**config.mk**
```make
export PLATFORM = sky130hd
export DESIGN_NAME = lsu_mem_access_flat
export DESIGN_NICKNAME = d
export VERILOG_FILES = /design/src/rtl/lsu_mem_access_if.sv /design/src/rtl/lsu_mem_access.sv /design/src/flat_wrapper.sv
export SDC_FILE = /design/constraint.sdc
export NUM_CORES = 1
export LEC_CHECK = 0
export CAP_MARGIN = 25
export CORE_ASPECT_RATIO = 0.8
export CORE_MARGIN = 2
export CORE_UTILIZATION = 28
export DETAILED_ROUTE_END_ITERATION = 6
export GPL_TIMING_DRIVEN = 0
export SETUP_SLACK_MARGIN = 0.4
export SYNTH_ARGS = -nofsm -noshare
export SYNTH_HDL_FRONTEND = slang
export SYNTH_SLANG_ARGS = --single-unit
```
**constraint.sdc**
```tcl
create_clock -name clock -period 14.7 [get_ports clock]
set_clock_uncertainty 0.15 [all_clocks]
set_input_delay 2.94 -clock clock [delete_from_list [all_inputs] [get_ports clock]]
set_output_delay 2.94 -clock clock [all_outputs]
set_load 0.05 [all_outputs]
```
**src/rtl/lsu_mem_access_if.sv**
```systemverilog
// Bus channel between the load/store unit and the data memory: one request
// phase (valid/ready) followed by one response beat carrying read data or a write ack.
interface lsu_mem_access_if;
    logic        req_valid_o;
    logic        req_ready_i;
    logic        req_we_o;
    logic [63:0] req_addr_o;
    logic [63:0] req_wdata_o;
    logic [7:0]  req_wstrb_o;
    logic        resp_valid_i;
    logic [63:0] resp_rdata_i;

    modport master (
        output req_valid_o,
        output req_we_o,
        output req_addr_o,
        output req_wdata_o,
        output req_wstrb_o,
        input  req_ready_i,
        input  resp_valid_i,
        input  resp_rdata_i
    );

    modport slave (
        input  req_valid_o,
        input  req_we_o,
        input  req_addr_o,
        input  req_wdata_o,
        input  req_wstrb_o,
        output req_ready_i,
        output resp_valid_i,
        output resp_rdata_i
    );
endinterface

```
**src/rtl/lsu_mem_access.sv**
```systemverilog
// MEM-stage load/store unit: turns an aligned load/store into one bus
// transaction, stalls the pipeline while it runs, and formats load data for writeback.
module lsu_mem_access (
    input  logic                      clock,
    input  logic                      reset,
    input  logic                      load_i,
    input  logic                      store_i,
    input  logic [2:0]                funct3_i,
    input  logic [63:0]               aluout_i,
    input  logic [63:0]               sdata_i,
    input  logic                      wen_i,
    input  logic [4:0]                rd_i,
    output logic                      stall_o,
    output logic                      misalign_o,
    output logic                      wen_o,
    output logic [4:0]                rd_o,
    output logic [63:0]               wdata_o,
    lsu_mem_access_if.master          bus
);

    typedef enum logic [1:0] {
        IDLE = 2'd0,
        REQ  = 2'd1,
        WAIT = 2'd2,
        DONE = 2'd3
    } state_e;

    state_e      state_q, state_d;

    logic [63:0] addr_q;
    logic [1:0]  size_q;
    logic        unsigned_q;
    logic        store_q;
    logic [63:0] sdata_q;
    logic        wen_q;
    logic [4:0]  rd_q;
    logic [63:0] result_q;

    logic        access;
    logic [2:0]  low_mask;
    logic        misaligned;
    logic        start;
    logic [63:0] rdata_shifted;
    logic [63:0] load_result;
    logic [7:0]  size_strb;

    // Decode of the incoming MEM-stage instruction.
    assign access = load_i | store_i;

    always_comb begin
        // NOTE: every always_comb output gets a default first so no path can infer a latch.
        low_mask = 3'b000;
        case (funct3_i[1:0])
            2'd0:    low_mask = 3'b000;
            2'd1:    low_mask = 3'b001;
            2'd2:    low_mask = 3'b011;
            default: low_mask = 3'b111;
        endcase
    end

    assign misaligned = access && ((aluout_i[2:0] & low_mask) != 3'b000);
    assign start      = (state_q == IDLE) && access && !misaligned;

    always_ff @(posedge clock or posedge reset) begin
        // NOTE: sequential state uses non-blocking assignments so all flops update together.
        if (reset) begin
            state_q <= IDLE;
        end else begin
            state_q <= state_d;
        end
    end

    always_comb begin
        state_d = state_q;
        case (state_q)
            IDLE:    if (start)            state_d = REQ;
            REQ:     if (bus.req_ready_i)  state_d = WAIT;
            WAIT:    if (bus.resp_valid_i) state_d = DONE;
            DONE:                          state_d = IDLE;
            default:                       state_d = IDLE;
        endcase
    end

    // Extract the addressed bytes from the aligned doubleword and extend to 64 bits.
    assign rdata_shifted = bus.resp_rdata_i >> {addr_q[2:0], 3'b000};

    always_comb begin
        load_result = 64'd0;
        case (size_q)
            2'd0: load_result = unsigned_q ? {56'd0, rdata_shifted[7:0]}
                                           : {{56{rdata_shifted[7]}}, rdata_shifted[7:0]};
            2'd1: load_result = unsigned_q ? {48'd0, rdata_shifted[15:0]}
                                           : {{48{rdata_shifted[15]}}, rdata_shifted[15:0]};
            2'd2: load_result = unsigned_q ? {32'd0, rdata_shifted[31:0]}
                                           : {{32{rdata_shifted[31]}}, rdata_shifted[31:0]};
            default: load_result = rdata_shifted;
        endcase
    end

    always_ff @(posedge clock or posedge reset) begin
        // NOTE: capture registers are reset so a reset mid-access leaves no stale request or result behind.
        if (reset) begin
            addr_q     <= 64'd0;
            size_q     <= 2'd0;
            unsigned_q <= 1'b0;
            store_q    <= 1'b0;
            sdata_q    <= 64'd0;
            wen_q      <= 1'b0;
            rd_q       <= 5'd0;
            result_q   <= 64'd0;
        end else begin
            if (start) begin
                addr_q     <= aluout_i;
                size_q     <= funct3_i[1:0];
                unsigned_q <= funct3_i[2];
                store_q    <= store_i;
                sdata_q    <= sdata_i;
                wen_q      <= wen_i & ~store_i;
                rd_q       <= rd_i;
            end
            if ((state_q == WAIT) && bus.resp_valid_i) begin
                result_q <= load_result;
            end
        end
    end

    always_comb begin
        size_strb = 8'h00;
        case (size_q)
            2'd0:    size_strb = 8'h01;
            2'd1:    size_strb = 8'h03;
            2'd2:    size_strb = 8'h0F;
            default: size_strb = 8'hFF;
        endcase
    end

    // Request fields come only from capture registers, so they hold steady while REQ waits on ready.
    always_comb begin
        bus.req_valid_o = (state_q == REQ);
        bus.req_we_o    = store_q;
        bus.req_addr_o  = {addr_q[63:3], 3'b000};
        bus.req_wdata_o = sdata_q << {addr_q[2:0], 3'b000};
        bus.req_wstrb_o = store_q ? (size_strb << addr_q[2:0]) : 8'h00;
    end

    always_comb begin
        stall_o    = 1'b0;
        misalign_o = 1'b0;
        wen_o      = 1'b0;
        rd_o       = rd_q;
        wdata_o    = 64'd0;
        case (state_q)
            IDLE: begin
                misalign_o = misaligned;
                stall_o    = start;
                wen_o      = access ? 1'b0 : wen_i;
                rd_o       = rd_i;
                wdata_o    = aluout_i;
            end
            REQ, WAIT: begin
                stall_o = 1'b1;
            end
            DONE: begin
                wen_o   = wen_q;
                rd_o    = rd_q;
                wdata_o = result_q;
            end
            default: begin
                stall_o = 1'b0;
            end
        endcase
    end

endmodule
```
**src/flat_wrapper.sv**
```systemverilog
// flat-port wrapper written by rule: the top's interface ports become plain ports
module lsu_mem_access_flat 
  (clock, reset, load_i, store_i, funct3_i, aluout_i, sdata_i, wen_i, rd_i, stall_o, misalign_o, wen_o, rd_o, wdata_o, bus_req_valid_o, bus_req_we_o, bus_req_addr_o, bus_req_wdata_o, bus_req_wstrb_o, bus_req_ready_i, bus_resp_valid_i, bus_resp_rdata_i);
  lsu_mem_access_if bus_i ();
  input  logic clock;
  input  logic reset;
  input  logic load_i;
  input  logic store_i;
  input  logic [2:0] funct3_i;
  input  logic [63:0] aluout_i;
  input  logic [63:0] sdata_i;
  input  logic wen_i;
  input  logic [4:0] rd_i;
  output logic stall_o;
  output logic misalign_o;
  output logic wen_o;
  output logic [4:0] rd_o;
  output logic [63:0] wdata_o;
  output wire logic [$bits(bus_i.req_valid_o)-1:0] bus_req_valid_o;
  output wire logic [$bits(bus_i.req_we_o)-1:0] bus_req_we_o;
  output wire logic [$bits(bus_i.req_addr_o)-1:0] bus_req_addr_o;
  output wire logic [$bits(bus_i.req_wdata_o)-1:0] bus_req_wdata_o;
  output wire logic [$bits(bus_i.req_wstrb_o)-1:0] bus_req_wstrb_o;
  input wire logic [$bits(bus_i.req_ready_i)-1:0] bus_req_ready_i;
  input wire logic [$bits(bus_i.resp_valid_i)-1:0] bus_resp_valid_i;
  input wire logic [$bits(bus_i.resp_rdata_i)-1:0] bus_resp_rdata_i;
  assign bus_req_valid_o = bus_i.req_valid_o;
  assign bus_req_we_o = bus_i.req_we_o;
  assign bus_req_addr_o = bus_i.req_addr_o;
  assign bus_req_wdata_o = bus_i.req_wdata_o;
  assign bus_req_wstrb_o = bus_i.req_wstrb_o;
  assign bus_i.req_ready_i = bus_req_ready_i;
  assign bus_i.resp_valid_i = bus_resp_valid_i;
  assign bus_i.resp_rdata_i = bus_resp_rdata_i;
  lsu_mem_access u_core (.clock(clock), .reset(reset), .load_i(load_i), .store_i(store_i), .funct3_i(funct3_i), .aluout_i(aluout_i), .sdata_i(sdata_i), .wen_i(wen_i), .rd_i(rd_i), .stall_o(stall_o), .misalign_o(misalign_o), .wen_o(wen_o), .rd_o(rd_o), .wdata_o(wdata_o), .bus(bus_i));
endmodule
```
== After elaboration in Yosys (flattened, before gate mapping) ==
Index checks and enable logic that the tools add are counted.
W data, S select, Z words.

* Add/sub/neg operators: 0
* Multiply operators: 0
* Div/mod/pow operators: 0
* Order comparisons: 0
* Equal/unequal tests: 10
* Shift operators: 3
* Muxes and demuxes: 17
* Bitwise logic cells: 4
* Reductions and logical operators: 11

{| class="wikitable"
|+ Operators by type and width
! operator !! count
|-
| $mux W64 || 3
|-
| $pmux W64 S3 || 1
|-
| $pmux W64 S2 || 1
|-
| $shl A64 B6 Y64 || 1
|-
| $shr A64 B6 Y64 || 1
|-
| $pmux W8 S3 || 1
|-
| $pmux W3 S3 || 1
|-
| $eq A2 B2 Y1 const B || 4
|-
| $mux W8 || 1
|-
| $pmux W2 S4 || 1
|-
| $shl A8 B3 Y8 || 1
|-
| $eq A2 B1 Y1 const B || 3
|-
| $logic_not A2 Y1 || 3
|-
| $mux W2 || 3
|-
| $mux W5 || 1
|-
| $logic_and A1 B1 Y1 || 4
|-
| $ne A2 B1 Y1 const B || 2
|-
| $pmux W1 S2 || 2
|-
| $and A3 B3 Y3 || 1
|-
| $reduce_and A3 Y1 || 1
|-
| $reduce_bool A3 Y1 || 1
|-
| $mux W1 || 2
|-
| $ne A2 B2 Y1 const B || 1
|-
| $reduce_or A2 Y1 || 1
|-
| other kinds (4) || 4
|}

* Register bits: 204
* Latch bits: 0
* Bits in writable memories: 0
* ROM bits: 0
* Output and inout bits: 210
* Word-level logic and storage cells: 54
* Memories kept: 0

== Longest topological paths before layout ==
* Word-level depth: 9
* Depth in mapped cells: 9
* Gate-level depth less buffers: 6

== Least setup slack after synthesis ==
OpenSTA, ideal clock, no wires.

* Kind: input -> output
* Start: in funct3_i[0]
* End: out stall_o
* Arrival time: 4.597 ns
* Data required time: 11.610 ns
* Path slack: 7.013 ns
* Cell stages on the path: 6
* Buffers on the path: 2
* Cells stage by stage: a211oi_1 > or3_1 > nand3b_1 > buf_2 > buf_2 > a21oi_1

* Longest elaborated chain between the ends: 8
* Elaborated cells between the ends (all ways): 10
* Those cells by class: eq/ne: 2; mux: 2; bitwise: 1; reduce/logical: 5

{| class="wikitable"
|+ RTL lines
! what !! RTL line !! text
|-
| start, declared || flat_wrapper.sv:9 || <nowiki>input logic [2:0] funct3_i;</nowiki>
|-
| $eq A2 B2 Y1 (tied with other cells) || lsu_mem_access.sv:53 || <nowiki>case (funct3_i[1:0])</nowiki>
|-
| $pmux W3 S3 (*) || lsu_mem_access.sv:53 ||
|-
| $and A3 B3 Y3 (*) || lsu_mem_access.sv:61 || <nowiki>assign misaligned = access && ((aluout_i[2:0] & low_mask) != 3'b000);</nowiki>
|-
| $reduce_bool A3 Y1 (*) || lsu_mem_access.sv:61 ||
|-
| $logic_and A1 B1 Y1 (*) || lsu_mem_access.sv:61 ||
|-
| $logic_not A1 Y1 (*) || lsu_mem_access.sv:62 || <nowiki>assign start = (state_q == IDLE) && access && !misaligned;</nowiki>
|-
| $logic_and A1 B1 Y1 (*) || lsu_mem_access.sv:62 ||
|-
| $pmux W1 S2 (*) || lsu_mem_access.sv:152 || <nowiki>case (state_q)</nowiki>
|-
| end, declared || flat_wrapper.sv:14 || <nowiki>output logic stall_o;</nowiki>
|}

Every way passes the cells marked *; elsewhere a longest branch is shown, timed or not.

== Final worst setup path ==
* Start: in funct3_i[1]
* End: out stall_o

The elaborated chain is that of the path after synthesis.

==> out/results.ini <==
[outcome]
status = finished, final reports clean

[logic_synthesis]
yosysMostFrequentCell = dfrtp_1
yosys_most_used_dff = dfrtp_1
synth_common_cells = 204 x dfrtp_1, 176 x nor2_1, 166 x mux2_2
synth_area_leaders = dfrtp_1 40%, mux2_2 14%, mux2i_1 10%
synth_edf_count = 0
yosysWarnings = 0
synthArstFlopShare_pct = 100.0
yosys.area.top_type = dfrtp_1
syn_inst = 1308
synth_area_per_cell_um2 = 9.857
ys_seq_area_share_pct = 39.60
netlist_area_um2 = 12890
synth_top_area_share_pct = 39.60
synth_cell_type_count = 48
synth_seq_cells = 204

[global_routing]
grt_max_degree = 107
grt_first_pass_wirelength_um = 86650
overflow = 0
antenna_found_initial = 7
grt_pass1_vias = 12551
grt_usage_pct = 24.36

[finish]
fin_nets = 1963
drive_gt1_share_pct = 20.06
nFillCells = 4536
final_area_um2 = 18720
syn2layout_area_growth_pct = 45.22
register_area_um2 = 5105
layoutNonFillerInstCount = 2385
multi_input_area_um2 = 6782

[sta]
rsz0062_at_grt = false
tightest_slew_ns = 1.071
hold_viol = 0
fin_setup_tns_ns = 0
relSlewSlack_pct = 28.60
setup_viol = 0
report.final.slew_viol_count = 0
period_share_pct = 59.87
fin_crit_ns = 8.800
max_freq_mhz = 113.6

[detailed_routing]
drt_iter0_drc = 971
num_vias = 12358
drc = 0
wl_per_cell_um = 25.11
ant_nets = 0
route.met2.wl_um = 27670
firstDrtPassIters = 5
routed.top_layer = met5
routed-wl-met3_um = 4310
wirelength_met1_um = 25950
drt_wl_total_um = 59890
post_drt_via_cell_ratio = 5.182

[floorplan]
initial_core_util_pct = 28.31
fp.dieW_um = 243.9
core_um2 = 45540
ios = 417
dieArea_um2 = 47790
die_h_um = 195.9
row_count = 70

[clock_network]
cts_made_buffers = 25
clock-sinks = 204
cts_setup_buffers = 0
clkSlewWorstSetupHoldPaths_ns = 0.06
clock_path_buffers = 3
cts_tree = yes
cts_hold_buf = 0
cts_root_buf = clkbuf_16
clk_latency_ns = 0.56
htreeDepth = 1
cts-resized-gates = 0

[setup_path]
crit_path_max_incr_delay_ns = 0.71
cp-start-kind = primary input
crit_fanout = 10
cp.arrival_ns = 5.71
critPathSlowestCell = clkdlybuf4s50_1
cp_cell_sequence = clkdlybuf4s50_1 -> a21oi_1 -> or3_1 -> nand3b_1 -> buf_2 -> buf_2 -> a21oi_1 -> clkdlybuf4s50_1
required_ns = 11.61
cp-end-kind = output port
critPathKind = primary input to output port

[placed_design]
dp_hpwl_um = 46230
gp_congestion = 0.9709
dp.cells = 2336
postPlaceCellArea_um2 = 17830
io_buffers = 413

[hold_path]
hold_class = register to register

[run]
cap_violations = 0

[per-stage QoR]
| stage | hold slack, ns | worst slack (ns) | util, % |
|---|---|---|---|
| finish | 0.3336 | 5.900 | 41.11 |
| global route | 0.3635 | 5.749 | 41.10 |
| CTS | 0.3382 | 5.846 | 41.09 |
| detailed placement | 0.3249 | 5.850 | 39.16 |
| global placement | 0.3162 | 2.892 | 39.08 |
| floorplan | 0.2989 | 6.043 | - |
[placed cells by master (no fill, tap or decap), drive strengths merged, types with 2 or more instances in the layout]
| cell | synthesis | layout |
|---|---|---|
| clkdlybuf4s50 | 0 | 413 |
| dfrtp | 204 | 204 |
| nor2 | 177 | 177 |
| mux2 | 166 | 166 |
| buf | 134 | 135 |
| mux2i | 133 | 133 |
| nand2 | 82 | 82 |
| a21oi | 81 | 81 |
| clkbuf | 40 | 73 |
| a22oi | 65 | 65 |
| o21ai | 48 | 48 |
| o22ai | 27 | 27 |
| a211oi | 22 | 22 |
| nor2b | 19 | 19 |
| mux4 | 14 | 14 |
| and2 | 9 | 9 |
| or3 | 8 | 8 |
| nand2b | 8 | 8 |
| inv | 7 | 8 |
| nand3b | 7 | 7 |
| o22a | 7 | 7 |
| clkinv | 0 | 7 |
| o2bb2ai | 6 | 6 |
| o211ai | 5 | 5 |
| ha | 5 | 5 |
| or2 | 4 | 4 |
| diode | 0 | 3 |
| a2bb2oi | 3 | 3 |
| nand3 | 3 | 3 |
| nor3b | 3 | 3 |
| o21a | 3 | 3 |
| conb | 1 | 3 |
| bufinv | 0 | 3 |
| nor3 | 3 | 3 |
| and4 | 2 | 2 |
| clkinvlp | 0 | 2 |
[state kept, by name (all words and copies together) (netlist names)]
| name | flops |
|---|---|
| u_core.sdata_q | 64 |
| u_core.size_q | 2 |
| u_core.state_q | 2 |
| u_core.wen_q | 1 |
| u_core.bus.req_we_o | 1 |
| u_core.unsigned_q | 1 |
| u_core.rd_q | 5 |
| u_core.addr_q | 64 |
| u_core.result_q | 64 |
[final cells by class]
cell class	count	share of cell area [%]
diodes	3	0.04010
plain buffers	174	5.273
clock buffers	33	3.823
clock inverters	13	0.8755
inverters	7	0.1804
multi-input cells	925	36.22
flip-flops and latches	204	27.27
well taps	612	4.090
repair buffers	414	22.23
[worst max-delay path, delay by kind of cell]
family	cells	cell delay, ns
compound gates	2	0.20
simple gates	2	0.64
buf+inv	4	1.91
[cell families after synthesis]
kind of cell	Yosys count	share of synthesized area, %
buffers and inverters	181	7.861
other	1	0.02909
adders and majority gates	5	0.4852
and+or+nand+nor	327	11.00
muxes	313	27.27
DFF	204	39.60
AOI/OAI and AO/OA	277	13.76
[final timing paths]
| check | depth (start not counted) | slack, ns | from | end |
|---|---|---|---|---|
| hold reg to reg | 2 | 0.33 | u_core.result_q[1]$_DFFE_PP0P_ | u_core.result_q[1]$_DFFE_PP0P_ |
| min in group asynchronous | 2 | 2.72 | reset | u_core.addr_q[18]$_DFFE_PP0P_ |
| hold / removal | 2 | 0.33 | u_core.result_q[1]$_DFFE_PP0P_ | u_core.result_q[1]$_DFFE_PP0P_ |
| max in group asynchronous | 3 | 10.66 | reset | u_core.addr_q[44]$_DFFE_PP0P_ |
| setup reg to reg | 8 | 11.58 | u_core.addr_q[1]$_DFFE_PP0P_ | u_core.result_q[19]$_DFFE_PP0P_ |
| setup / recovery | 8 | 5.90 | funct3_i[1] | stall_o |
[per-layer routing]
metal | GRT usage, % | vias up
li1 | - | 5521
met1 | 32.77 | 6132
met2 | 39.65 | 587
met3 | 4.911 | 108
met4 | 6.978 | 10
met5 | 0 | -
Power is not shown: default switching activity piles up to over one toggle a cycle in this logic, so the estimate is an artifact.
